`src/rtl/sync_pkg.sv`:
```
`default_nettype none
// +-----------------------------------------------------------------------+
// | Package  : sync_pkg                                                   |
// | Purpose  : Parameter limits and counter sizing for sync_debounce_bank |
// | Revision : 1.0                                                        |
// +-----------------------------------------------------------------------+
package sync_pkg;

   localparam int C_CHANNELS_MIN = 1;
   localparam int C_CHANNELS_MAX = 32;
   localparam int C_STAGES_MIN   = 2;
   localparam int C_STAGES_MAX   = 4;

   // Counter must hold 0..cycles-1 and never collapse to zero width.
   function automatic int cnt_width(input int cycles);
      return (cycles <= 2) ? 1 : $clog2(cycles);
   endfunction

endpackage
`default_nettype wire

```
`src/rtl/sync_debounce_chan.sv`:
```
`default_nettype none
// +-----------------------------------------------------------------------+
// | Module   : sync_debounce_chan                                         |
// | Purpose  : One channel: synchronizer chain, debounce, edge pulses.    |
// |            Debounce counter present only with SYNC_DEBOUNCE_EN.       |
// | Revision : 1.0                                                        |
// +-----------------------------------------------------------------------+
module sync_debounce_chan
   import sync_pkg::*;
#(
   parameter int   STAGES          = 2,
   parameter int   DEBOUNCE_CYCLES = 4,
   parameter logic RESET_VAL       = 1'b0
) (
   input  logic clk,
   input  logic rst,
   input  logic async_i,
   output logic level_o,
   output logic rise_o,
   output logic fall_o
);

   if (STAGES < C_STAGES_MIN || STAGES > C_STAGES_MAX) begin : g_bad_stages
      $error("sync_debounce_chan: STAGES out of range");
   end
   if (DEBOUNCE_CYCLES < 1) begin : g_bad_debounce
      $error("sync_debounce_chan: DEBOUNCE_CYCLES must be >= 1");
   end

   logic [STAGES-1:0] r_chain;
   logic              r_level;
   logic              r_rise;
   logic              r_fall;
   logic              w_sync;
   logic              w_update;

   assign w_sync = r_chain[STAGES-1];

   always_ff @(posedge clk or posedge rst) begin
      if (rst) begin
         r_chain <= {STAGES{RESET_VAL}};
      end else begin
         r_chain <= {r_chain[STAGES-2:0], async_i};
      end
   end

`ifdef SYNC_DEBOUNCE_EN
   localparam int              C_CW   = cnt_width(DEBOUNCE_CYCLES);
   localparam logic [C_CW-1:0] C_LAST = C_CW'(DEBOUNCE_CYCLES - 1);

   logic [C_CW-1:0] r_cnt;

   assign w_update = (w_sync != r_level) && (r_cnt == C_LAST);

   // Any return to the current level restarts the stability window.
   always_ff @(posedge clk or posedge rst) begin
      if (rst) begin
         r_cnt <= '0;
      end else if (w_sync == r_level || r_cnt == C_LAST) begin
         r_cnt <= '0;
      end else begin
         r_cnt <= r_cnt + C_CW'(1);
      end
   end
`else
   assign w_update = (w_sync != r_level);
`endif

   always_ff @(posedge clk or posedge rst) begin
      if (rst) begin
         r_level <= RESET_VAL;
         r_rise  <= 1'b0;
         r_fall  <= 1'b0;
      end else begin
         if (w_update) begin
            r_level <= w_sync;
         end
         r_rise <= w_update &  w_sync;
         r_fall <= w_update & ~w_sync;
      end
   end

   assign level_o = r_level;
   assign rise_o  = r_rise;
   assign fall_o  = r_fall;

endmodule
`default_nettype wire

```
`src/rtl/sync_debounce_bank.sv`:
```
`default_nettype none
// +-----------------------------------------------------------------------+
// | Module   : sync_debounce_bank                                         |
// | Purpose  : Bank of independent synchronize/debounce channels.         |
// |            Define SYNC_DEBOUNCE_EN to enable the debounce counters.   |
// | Revision : 1.0                                                        |
// +-----------------------------------------------------------------------+
module sync_debounce_bank
   import sync_pkg::*;
#(
   parameter int                  CHANNELS        = 4,
   parameter int                  STAGES          = 2,
   parameter int                  DEBOUNCE_CYCLES = 4,
   parameter logic [CHANNELS-1:0] RESET_VAL       = '0
) (
   input  logic                clk,
   input  logic                rst,
   input  logic [CHANNELS-1:0] async_i,
   output logic [CHANNELS-1:0] level_o,
   output logic [CHANNELS-1:0] rise_o,
   output logic [CHANNELS-1:0] fall_o
);

   if (CHANNELS < C_CHANNELS_MIN || CHANNELS > C_CHANNELS_MAX) begin : g_bad_channels
      $error("sync_debounce_bank: CHANNELS out of range");
   end

   for (genvar i = 0; i < CHANNELS; i++) begin : g_chan
      sync_debounce_chan #(
         .STAGES          (STAGES),
         .DEBOUNCE_CYCLES (DEBOUNCE_CYCLES),
         .RESET_VAL       (RESET_VAL[i])
      ) u_chan (
         .clk     (clk),
         .rst     (rst),
         .async_i (async_i[i]),
         .level_o (level_o[i]),
         .rise_o  (rise_o[i]),
         .fall_o  (fall_o[i])
      );
   end

endmodule
`default_nettype wire

```
`config.mk`:
```
export PLATFORM = sky130hd
export DESIGN_NAME = sync_debounce_bank
export DESIGN_NICKNAME = d
export VERILOG_FILES = /design/src/rtl/sync_pkg.sv /design/src/rtl/sync_debounce_chan.sv /design/src/rtl/sync_debounce_bank.sv
export SDC_FILE = /design/constraint.sdc
export NUM_CORES = 1
export LEC_CHECK = 0
export BUFFER_PORTS_ARGS = -buffer_cell sky130_fd_sc_hd__buf_2
export CAP_MARGIN = 5
export CORE_MARGIN = 3
export CORE_UTILIZATION = 44
export CTS_BUF_LIST = sky130_fd_sc_hd__clkbuf_4
export DETAILED_ROUTE_END_ITERATION = 12
export GPL_TIMING_DRIVEN = 0
export PLACE_DENSITY = 0.68
export REMOVE_ABC_BUFFERS = 1
export SYNTH_ARGS = -nofsm -noshare
export SYNTH_HDL_FRONTEND = slang
export SYNTH_HIERARCHICAL = 1
export SYNTH_SLANG_ARGS = --single-unit
```
`constraint.sdc`:
```
create_clock -name clk -period 1.35 [get_ports clk]
set_input_delay 0.135 -clock clk [delete_from_list [all_inputs] [get_ports clk]]
set_output_delay 0.135 -clock clk [all_outputs]
set_load 0.01 [all_outputs]
```
==> results by group, run 1 <==
Global route
  • Vias in the first global route: 361
  • Largest net degree at the start of global routing: 11
  • Total track usage: 0.0990
  • First-pass GRT wire length: 1460 um
  • Initial antenna violation count: 0
  • GRT Residual Overflow: 0

Clock tree
  • Clock root cell: clkbuf_4
  • CTS Buffer Depth: 2
  • Setup Fix Bufs, Post-CTS: 0
  • Skew-Pair Late Insertion Delay: 0.28 ns
  • CTS tree: done
  • Htree depth: 1
  • CTS sink cnt: 20
  • TritonCTS Buffers: 3
  • Clk slew on worst S/H paths: 0.10 ns

Cells and area
  • Area growth, synth to finish: 25.0%
  • Layout cells sized above 1: 0.348
  • Inserted Diodes: 0
  • Final instance area: a little under 900 sq um
  • Area of the multi-input gates: 160 sq um
  • Register Area: 500 sq um
  • Fillers: between 100 and 150
  • Nets: 85

Synthesis
  • Count leader, synth: dfrtp_1
  • Leading area contributor after synthesis: dfrtp_1
  • Synth top area cells: dfrtp_1 71%, ha_1 14%, mux2_4 8.5%
  • Register area share after synthesis: 0.709
  • Async SR Flop Fraction: 1.00
  • Top cells by count, synth: 20 x dfrtp_1, 12 x inv_1, 8 x ha_1, 4 x mux2_4
  • Yosys warns: 6
  • Syn Std Cell Area: a little over 700 sq um
  • FF+latch count, synth: 20
  • Synth Area per Inst: roughly 16 sq um
  • Yosys cell types: 4
  • Area share of the largest cell type after synthesis: 0.709
  • EDFF count, synth: 0
  • Post-Syn Instances: 44
  • Top_reg_cell synth: dfrtp_1

Timing
  • Post-route setup TNS: 0 ns
  • Worst-margin pin slew: between 0.15 and 0.2 ns
  • Clk_skew: 0.000483 ns
  • Normalized max-slew margin: 0.879
  • Slew Viols, Final: 0
  • Final Hold Viols: 0
  • Post-layout minimum cycle time: 1.18 ns
  • Fin crit share: 0.872
  • Setup-failing EPs final: 0
  • RSZ-0062 raised after global routing: no
  • Peak Freq: between 800 and 900 MHz

Drt
  • Total iterations of the first detailed-routing run: 1
  • Via Count: around 360
  • Detailed Route WL: 865 um
  • Initial DRC count: 0
  • Drc violations: 0
  • Vias per Instance: between 4 and 5
  • Routed wire per std cell: 10.3 um
  • ANT nets after route: 0

Critical path
  • Setup slack, reg-to-reg: about 0.17 ns
  • Worst EP required: 1.53 ns
  • Critical Path Start Type: flop
  • Reg2reg end: g_chan[3].u_chan/level_o
  • Crit path DAT: 1.36 ns
  • Register-to-Register Path Depth: 3
  • Nature of the critical path endpoint: flop
  • WS Path Type: flop to flop
  • Crit Path Max Fanout: 4
  • Reg-to-reg startpoint: g_chan[3].u_chan/level_o

Place
  • Placed Area: approximately 810 sq um
  • RePlAce Congestion: around 0.71
  • # port buffers: 17

Run
  • Max Cap Viol: 0

Die
  • Core area: 0.00140 sq mm
  • Starting Density: 0.504
  • DIE WIDTH: 46.0 um
  • Num rows: 13
  • Number of I/O pins: 18
  • Die area: roughly 0.0021 sq mm
  • Die Span Y: 46.0 um

Run status
  • Status: complete, no violations

Power
  • P_leak: 0.510 nW
  • Pwr/cell area: 1770 mW/mm^2
  • VDD IR max: 0.000911 V

Hold path
  • HP Class: input pin to asynchronous set/reset pin
## registers in the layout (all words and copies together), names as in the netlist
register / flops
g_chan.u_chan/fall_o: 4
g_chan.u_chan/r_chain: 8
g_chan.u_chan/rise_o: 4
g_chan.u_chan/level_o: 4
## stage by stage
stage	utilization	power (mW)	worst slack, ns	std cells	hold WS [ns]
finish	0.631	1.56	0.173	84	0.302
global route	0.631	1.66	0.114	84	0.328
CTS	0.631	1.58	0.168	84	0.312
detailed placement	0.579	1.31	0.189	76	0.0680
global placement	0.579	1.29	0.206	76	0.0679
floorplan	-	1.13	0.181	44	-0.0865
## critical path: stages, from the launching register on
cell	delay [ns]
dfrtp_1	0.41
inv_1	0.06
ha_1	0.31
mux2_4	0.30
## timing repair
action | 4_1_cts | 5_1_grt
hold buffers | 5 | 0
gates resized for setup | 0 | 0
hold endpoints to repair | 24 | 0
## layer usage
layer,vias to the layer above,share of wire,track usage
li1,180,-,-
met1,171,0.43,0.114
met2,10,0.51,0.157
met3,0,0.060,0.0395
met4,0,0,0.0511
met5,-,0,0
## logic make-up (layout without fill, tap and decap cells)
family / after synthesis / in the layout / synth area share
flops: 20 / 20 / 0.709
buf+inv: 12 / 37 / 0.0638
fa+ha+maj: 8 / 8 / 0.142
mux: 4 / 4 / 0.0851
## how the worst max path moves through the flow
stage,start,end,slack (ns)
global route,g_chan[0].u_chan/level_o,g_chan[0].u_chan/level_o,0.11
global placement,g_chan[3].u_chan/level_o,g_chan[3].u_chan/level_o,0.21
CTS,g_chan[0].u_chan/level_o,g_chan[0].u_chan/level_o,0.17
detailed placement,g_chan[0].u_chan/level_o,g_chan[0].u_chan/level_o,0.19
finish,g_chan[3].u_chan/level_o,g_chan[3].u_chan/level_o,0.17
floorplan,g_chan[0].u_chan/level_o,g_chan[0].u_chan/level_o,0.18
## cells in the final DEF, fill, tap and decap left out
| cell type | netlist | layout |
|---|---|---|
| buf_2 | 0 | 17 |
| clkbuf_4 | 0 | 3 |
| dfrtp_1 | 20 | 20 |
| dlygate4sd3_1 | 0 | 5 |
| ha_1 | 8 | 8 |
| inv_1 | 12 | 12 |
| mux2_4 | 4 | 4 |
## layout make-up
| type | instances | area share |
|---|---|---|
| Multi-Input combinational cell | 12 | 0.182 |
| Tap cell | 15 | 0.0213 |
| Timing Repair Buffer | 22 | 0.153 |
| Inverter | 12 | 0.0511 |
| Clock buffer | 3 | 0.0255 |
| Sequential cell | 20 | 0.567 |
## report_power, final
part	internal [mW]	switching, mW
logic	0.263	0.212
clock network	0.103	0.158
registers	0.738	0.0849
total	1.10	0.456
No activity file was read; power rests on OpenSTA's default activity.
==> run 2: changes to the inputs <==
--- a/config.mk
+++ b/config.mk
@@ -5,6 +5,7 @@
 export SDC_FILE = /design/constraint.sdc
 export NUM_CORES = 1
 export LEC_CHECK = 0
+export ABC_AREA = 1
 export BUFFER_PORTS_ARGS = -buffer_cell sky130_fd_sc_hd__buf_2
 export CAP_MARGIN = 5
 export CORE_MARGIN = 3
==> run 2 against run 1 <==
Effect of this change:
- sequential power is 1% lower
- cell count is 15% higher
- core utilization is 2.1 points higher
- combinational power is 9.5% lower
- clock skew is 0.013 ns higher
- largest cell class unchanged
- global-route usage is 1.5 points higher
- critical path depth is 2 higher
- total power is 10% higher
- first-iteration DRC count is 4 higher
==> results by group, run 2 <==
Synthesis
  • Yosys warns: 6 (unchanged)
  • Async SR Flop Fraction: 1.00 (unchanged)
  • Area share of the largest cell type after synthesis: 0.709 (unchanged)
  • Top cells by count, synth: 20 x dfrtp_1, 16 x inv_1, 12 x nand2_1, 8 x ha_1 (was 20 x dfrtp_1, 12 x inv_1, 8 x ha_1, 4 x mux2_4)
  • Syn Std Cell Area: 706 sq um (unchanged)
  • Top_reg_cell synth: dfrtp_1 (unchanged)
  • Leading area contributor after synthesis: dfrtp_1 (unchanged)
  • Count leader, synth: dfrtp_1 (unchanged)
  • Synth Area per Inst: 12.6 sq um (was 16.0 sq um)
  • FF+latch count, synth: 20 (unchanged)
  • Register area share after synthesis: 0.709 (unchanged)
  • Yosys cell types: 4 (unchanged)
  • Synth top area cells: dfrtp_1 71%, ha_1 14%, inv_1 8.5% (was dfrtp_1 71%, ha_1 14%, mux2_4 8.5%)
  • EDFF count, synth: 0 (unchanged)
  • Post-Syn Instances: 56 (was 44)

Timing
  • Normalized max-slew margin: 0.869 (was 0.879)
  • Slew Viols, Final: 0 (unchanged)
  • RSZ-0062 raised after global routing: no (unchanged)
  • Final Hold Viols: 0 (unchanged)
  • Peak Freq: 984 MHz (was 849 MHz)
  • Post-route setup TNS: 0 ns (unchanged)
  • Fin crit share: 0.753 (was 0.872)
  • Setup-failing EPs final: 0 (unchanged)
  • Min setup slack post-route: 0.333 ns (was 0.173 ns)
  • Hold Worst Slack: 0.293 ns (was 0.302 ns)
  • Post-layout minimum cycle time: 1.02 ns (was 1.18 ns)
  • Worst-margin pin slew: 0.196 ns (was 0.181 ns)
  • Clk_skew: 0.0140 ns (was 0.000483 ns)

Hold path
  • HP Class: input pin to asynchronous set/reset pin (unchanged)

Critical path
  • CP Launch Point: g_chan[0].u_chan/level_o (was g_chan[3].u_chan/level_o)
  • Crit path DAT: 1.22 ns (was 1.36 ns)
  • Reg-to-reg startpoint: g_chan[0].u_chan/level_o (was g_chan[3].u_chan/level_o)
  • Setup slack, reg-to-reg: 0.33 ns (was 0.17 ns)
  • Nature of the critical path endpoint: flop (unchanged)
  • Crit Path Max Fanout: 4 (unchanged)
  • Critical Path End: g_chan[0].u_chan/level_o (was g_chan[3].u_chan/level_o)
  • Reg2reg end: g_chan[0].u_chan/level_o (was g_chan[3].u_chan/level_o)
  • Register-to-Register Path Depth: 5 (was 3)
  • Worst EP required: 1.55 ns (was 1.53 ns)
  • WS Path Type: flop to flop (unchanged)
  • Critical Path Start Type: flop (unchanged)

Clock tree
  • Htree depth: 1 (unchanged)
  • Hold buffer count at cts: 5 (unchanged)
  • CTS sink cnt: 20 (unchanged)
  • CTS tree: done (unchanged)
  • Setup Fix Bufs, Post-CTS: 0 (unchanged)
  • CTS Buffer Depth: 2 (unchanged)
  • Clock root cell: clkbuf_4 (unchanged)
  • Post-cts resize count: 0 (unchanged)
  • TritonCTS Buffers: 3 (unchanged)
  • Clk slew on worst S/H paths: 0.12 ns (was 0.10 ns)
  • Skew-Pair Late Insertion Delay: 0.30 ns (was 0.28 ns)

Cells and area
  • Layout cells sized above 1: 0.256 (was 0.348)
  • Most frequent cells in the layout: 20 x dfrtp_1, 17 x buf_2, 16 x inv_1 (was 20 x dfrtp_1, 17 x buf_2, 12 x inv_1)
  • Final Util: 0.652 (was 0.631)
  • Largest register FFs: 8 (unchanged)
  • Area of the multi-input gates: 145 sq um (was 160 sq um)
  • Fillers: 111 (unchanged)
  • Biggest register: g_chan.u_chan/r_chain (unchanged)
  • Most common cell after layout, fill and taps aside: dfrtp_1 (unchanged)
  • Area growth, synth to finish: 29.3% (was 25.0%)
  • Register Area: 500 sq um (unchanged)
  • Inserted Diodes: 0 (unchanged)
  • Nets: 97 (was 85)

Die
  • Core area: 0.00140 sq mm (unchanged)
  • Starting Density: 0.504 (unchanged)
  • Number of I/O pins: 18 (unchanged)
  • Die area: 0.00212 sq mm (unchanged)
  • Die Span Y: 46.0 um (unchanged)
  • Num rows: 13 (unchanged)
  • DIE WIDTH: 46.0 um (unchanged)

Place
  • # port buffers: 17 (unchanged)
  • DP HPWL: 759 um
  • RePlAce Congestion: 0.673 (was 0.707)
  • Worst slack, placed: 0.325 ns (was 0.189 ns)

Global route
  • Largest net degree at the start of global routing: 13 (was 11)
  • Total track usage: 0.114 (was 0.0990)
  • Vias in the first global route: 409 (was 361)
  • GRT Residual Overflow: 0 (unchanged)
  • First-pass GRT wire length: 1640 um (was 1460 um)
  • Initial antenna violation count: 0 (unchanged)

Drt
  • Initial DRC count: 4 (was 0)
  • Vias per Instance: 4.36 (was 4.30)
  • Detailed Route WL: 947 um (was 865 um)
  • Total iterations of the first detailed-routing run: 3 (was 1)
  • Routed wire per std cell: 9.76 um (was 10.3 um)
  • ANT nets after route: 0 (unchanged)
  • Drc violations: 0 (unchanged)
  • Via Count: 423 (was 361)

Run
  • Max Cap Viol: 0 (unchanged)

Power
  • P_leak: 0.547 nW (was 0.510 nW)
  • VDD IR max: 0.00127 V (was 0.000911 V)
  • Pwr/cell area: 1880 mW/mm^2 (was 1770 mW/mm^2)

Run status
  • Status: complete, no violations (unchanged)
==> run 2: per-layer routing <==
metal | track usage | vias to the layer above | wire length [um]
met5 | 0 | - | 0
met4 | 0.0511 | 0 | 12
met3 | 0.0356 | 2 | 47
met2 | 0.195 | 10 | 507
met1 | 0.128 | 201 | 379
li1 | - | 210 | -
==> run 2: power breakdown <==
part,internal [mW],switching [mW],total (mW)
sequential,0.733,0.0779,0.811
clock,0.300,0.177,0.477
combinational,0.185,0.245,0.431
total,1.22,0.500,1.72
==> run 2: worst min path at each step <==
stage	start	to	slack (ns)	cells after the start
final	rst	g_chan[2].u_chan/fall_o	0.29	3
after global routing	rst	g_chan[2].u_chan/level_o	0.32	3
after CTS	rst	g_chan[0].u_chan/r_chain[1]	0.30	3
after detailed placement	rst	g_chan[3].u_chan/level_o	0.07	2
after global placement	rst	g_chan[0].u_chan/r_chain[0]	0.07	2
after floorplan	rst	g_chan[0].u_chan/fall_o	-0.09	1
==> run 2: layout make-up <==
type | count | share of cell area
sequential | 20 | 0.549
clock inverter | 1 | 0.0329
clock buffer | 3 | 0.0247
tap | 15 | 0.0206
timing repair buffer | 22 | 0.148
inverter | 16 | 0.0658
multi-input combinational | 20 | 0.159
==> run 2: worst max-delay path, stage by stage (launching register included) <==
cell and delay (ns):
dfrtp_1 0.41, inv_1 0.06, ha_1 0.30, inv_1 0.05, nand2_1 0.05, nand2_1 0.05
==> run 2: through the flow <==
stage / std cells / power [mW] / instance area (sq um)
2_1_floorplan: 56 / 1.07 / 706
3_3_place_gp: 88 / 1.22 / 810
3_5_place_dp: 88 / 1.26 / 810
4_1_cts: 97 / 1.74 / 912
5_1_grt: 97 / 1.85 / 912
6_report: 97 / 1.72 / 912
==> run 2: cell families after synthesis <==
family                   share of synthesized area
flip-flops                                   0.709
buffers and inverters                       0.0851
adder cells (fa/ha/maj)                      0.142
AND/OR/NAND/NOR                             0.0638
==> run 3: changes to the inputs <==
--- a/config.mk
+++ b/config.mk
@@ -13,7 +13,7 @@
 export CTS_BUF_LIST = sky130_fd_sc_hd__clkbuf_4
 export DETAILED_ROUTE_END_ITERATION = 12
 export GPL_TIMING_DRIVEN = 0
-export PLACE_DENSITY = 0.68
+export PLACE_DENSITY = 0.71
 export REMOVE_ABC_BUFFERS = 1
 export SYNTH_ARGS = -nofsm -noshare
 export SYNTH_HDL_FRONTEND = slang
==> constraint.sdc (replaced) <==
create_clock -name clk -period 0.85 [get_ports clk]
set_input_delay 0.085 -clock clk [delete_from_list [all_inputs] [get_ports clk]]
set_output_delay 0.085 -clock clk [all_outputs]
set_load 0.01 [all_outputs]
==> run 3 against run 2 <==
Effect of this change:
- register-to-register slack got worse by 0.43 ns
- die area unchanged
- worst hold slack worse by 0.039 ns
- global-route usage increased by 1.6 points
- sequential power is 60% higher
- via count increased by 7.3%
- the flow now finishes with violations (setup timing)
- highest routed layer unchanged
- largest power group unchanged
- flip-flop and latch count unchanged
- core utilization grew 7.5 points
==> results by group, run 3 (same netlist as run 2, synthesis figures left out) <==
Drt
  • Drc violations: 0 (unchanged)
  • ANT nets after route: 0 (unchanged)
  • Detailed Route WL: 1110 um (was 947 um)
  • Routed wire per std cell: 10.7 um (was 9.76 um)
  • Total iterations of the first detailed-routing run: 2 (was 3)
  • Via Count: 454 (was 423)
  • Vias per Instance: 4.37 (was 4.36)
  • Initial DRC count: 2 (was 4)

Timing
  • Slew Viols, Final: 0 (unchanged)
  • RSZ-0062 raised after global routing: yes (was no)
  • Setup-failing EPs final: 17 (was 0)
  • Clk_skew: 0.00646 ns (was 0.0140 ns)
  • Normalized max-slew margin: 0.858 (was 0.869)
  • Post-layout minimum cycle time: 0.957 ns
  • Min setup slack post-route: -0.107 ns (was 0.333 ns)
  • Peak Freq: 1040 MHz
  • Fin crit share: 1.13
  • Final Hold Viols: 0 (unchanged)
  • Worst-margin pin slew: 0.213 ns (was 0.196 ns)

Cells and area
  • Largest register FFs: 8 (unchanged)
  • Most frequent cells in the layout: 20 x dfrtp_1, 16 x buf_2, 11 x nand2_1 (was 20 x dfrtp_1, 17 x buf_2, 16 x inv_1)
  • Most common cell after layout, fill and taps aside: dfrtp_1 (unchanged)
  • Area growth, synth to finish: 44.1% (was 29.3%)
  • Fin cells: 104 (was 97)
  • Layout cells sized above 1: 0.461 (was 0.256)
  • Final Util: 0.727 (was 0.652)
  • Nets: 104 (was 97)
  • Inserted Diodes: 0 (unchanged)
  • Biggest register: g_chan.u_chan/r_chain (unchanged)

Critical path
  • WS Path Type: flop to output pin (was flop to flop)
  • Worst path slowest cell: dfrtp_1 (unchanged)
  • Crit Path Max Fanout: 3 (was 4)
  • CP Launch Point: g_chan[1].u_chan/level_o (was g_chan[0].u_chan/level_o)
  • Register-to-Register Path Depth: 5 (unchanged)
  • Critical path depth in cells: 1 (was 5)
  • Critical Path Start Type: flop (unchanged)
  • Worst path bufs/invs: 1 (was 2)
  • Nature of the critical path endpoint: output pin (was flop)
  • Reg-to-reg startpoint: g_chan[2].u_chan/level_o (was g_chan[0].u_chan/level_o)
  • Cell family with most CP delay: flip-flops (unchanged)
  • Crit path DAT: 0.87 ns (was 1.22 ns)
  • Setup slack, reg-to-reg: -0.10 ns (was 0.33 ns)
  • Crit path largest cell delay: 0.43 ns (was 0.41 ns)
  • Worst EP required: 0.76 ns (was 1.55 ns)
  • Crit-path cells: buf_2 (was inv_1, ha_1, inv_1, nand2_1, nand2_1)

Clock tree
  • Htree depth: 1 (unchanged)
  • Skew-Pair Late Insertion Delay: 0.29 ns (was 0.30 ns)
  • Clk slew on worst S/H paths: 0.11 ns (was 0.12 ns)
  • CTS sink cnt: 20 (unchanged)
  • Clock root cell: clkbuf_4 (unchanged)
  • CTS tree: done (unchanged)
  • TritonCTS Buffers: 3 (unchanged)
  • CTS Buffer Depth: 2 (unchanged)

Power
  • VDD IR max: 0.00142 V (was 0.00127 V)
  • P_leak: 0.566 nW (was 0.547 nW)
  • Pwr/cell area: 2760 mW/mm^2 (was 1880 mW/mm^2)
  • Total Power: 2.80 mW (was 1.72 mW)

Global route
  • Total track usage: 0.130 (was 0.114)
  • First-pass GRT wire length: 1850 um (was 1640 um)
  • Largest net degree at the start of global routing: 12 (was 13)
  • GRT Residual Overflow: 0 (unchanged)
  • Vias in the first global route: 443 (was 409)
  • Initial antenna violation count: 0 (unchanged)

Die
  • Num rows: 13 (unchanged)
  • Die area: 0.00212 sq mm (unchanged)
  • Number of I/O pins: 18 (unchanged)
  • DIE WIDTH: 46.0 um (unchanged)
  • Core area: 0.00140 sq mm (unchanged)
  • Die Span Y: 46.0 um (unchanged)
  • Starting Density: 0.504 (unchanged)

Hold path
  • HP Class: input pin to asynchronous set/reset pin (unchanged)

Place
  • RePlAce Congestion: 0.660 (was 0.673)
  • # port buffers: 17 (unchanged)
  • DP HPWL: 734 um (was 759 um)
  • Placed insts: 88 (unchanged)

Run status
  • Status: complete, but fails checks (was complete, no violations)
  • Failing checks: setup timing

Run
  • Max Cap Viol: 0 (unchanged)
## run 3: cell count changes in the layout (fill, tap and decap cells not counted), sizes merged
cell    before  now
bufinv       1    0
clkinv       0    1
buf         17   24
## run 3: stage by stage
stage / setup TNS [ns] / worst slack (ns) / hold slack [ns] / cell area [sq um]
after floorplan: -0.500 / -0.125 / -0.136 / 706
after global placement: -0.360 / -0.0936 / 0.0203 / 810
after detailed placement: -0.473 / -0.145 / 0.0241 / 810
after CTS: -1.09 / -0.114 / 0.246 / 948
after global routing: -1.79 / -0.156 / 0.257 / 1020
final: -0.985 / -0.107 / 0.254 / 1020
## run 3: repair_timing
| action | CTS | global route |
|---|---|---|
| gates resized for setup | 4 | 14 |
| pin swaps | 4 | 5 |
| hold buffers | 5 | 0 |
| buffers inserted | 5 | 2 |
| hold endpoints to repair | 24 | 0 |
| cloned | 0 | 0 |
| setup endpoints to repair | 16 | 19 |
## run 3: per-layer routing
| layer | part of all wire | up-vias | wire length, um | track usage |
|---|---|---|---|---|
| met5 | 0 | - | 0 | 0 |
| met4 | 0.011 | 0 | 12 | 0.0852 |
| met3 | 0.048 | 2 | 53 | 0.0356 |
| met2 | 0.53 | 11 | 584 | 0.201 |
| met1 | 0.41 | 219 | 461 | 0.157 |
| li1 | - | 222 | - | - |
## run 3: where the power goes
part	leakage [nW]	internal (mW)	switching [mW]
logic	0.306	0.543	0.523
clock network	0.0154	0.171	0.269
registers	0.245	1.17	0.132
total	0.566	1.88	0.925
## run 3: final timing paths
path                                                    end
max in group asynchronous           g_chan[3].u_chan/fall_o
min in group clk                g_chan[2].u_chan/r_chain[1]
worst min-delay path               g_chan[1].u_chan/level_o
worst min register to register  g_chan[2].u_chan/r_chain[1]
worst max-delay path                             level_o[1]
worst max register to register     g_chan[2].u_chan/level_o
## run 3: final cells by class
| cell class | instances | area (sq um) |
|---|---|---|
| Tap cell | 15 | 18.8 |
| Multi-Input combinational cell | 20 | 210 |
| Inverter | 16 | 60.1 |
| Fill cell | 104 | 382 |
| Sequential cell | 20 | 500 |
| Clock inverter | 1 | 3.75 |
| Clock buffer | 3 | 22.5 |
| Timing Repair Buffer | 29 | 201 |
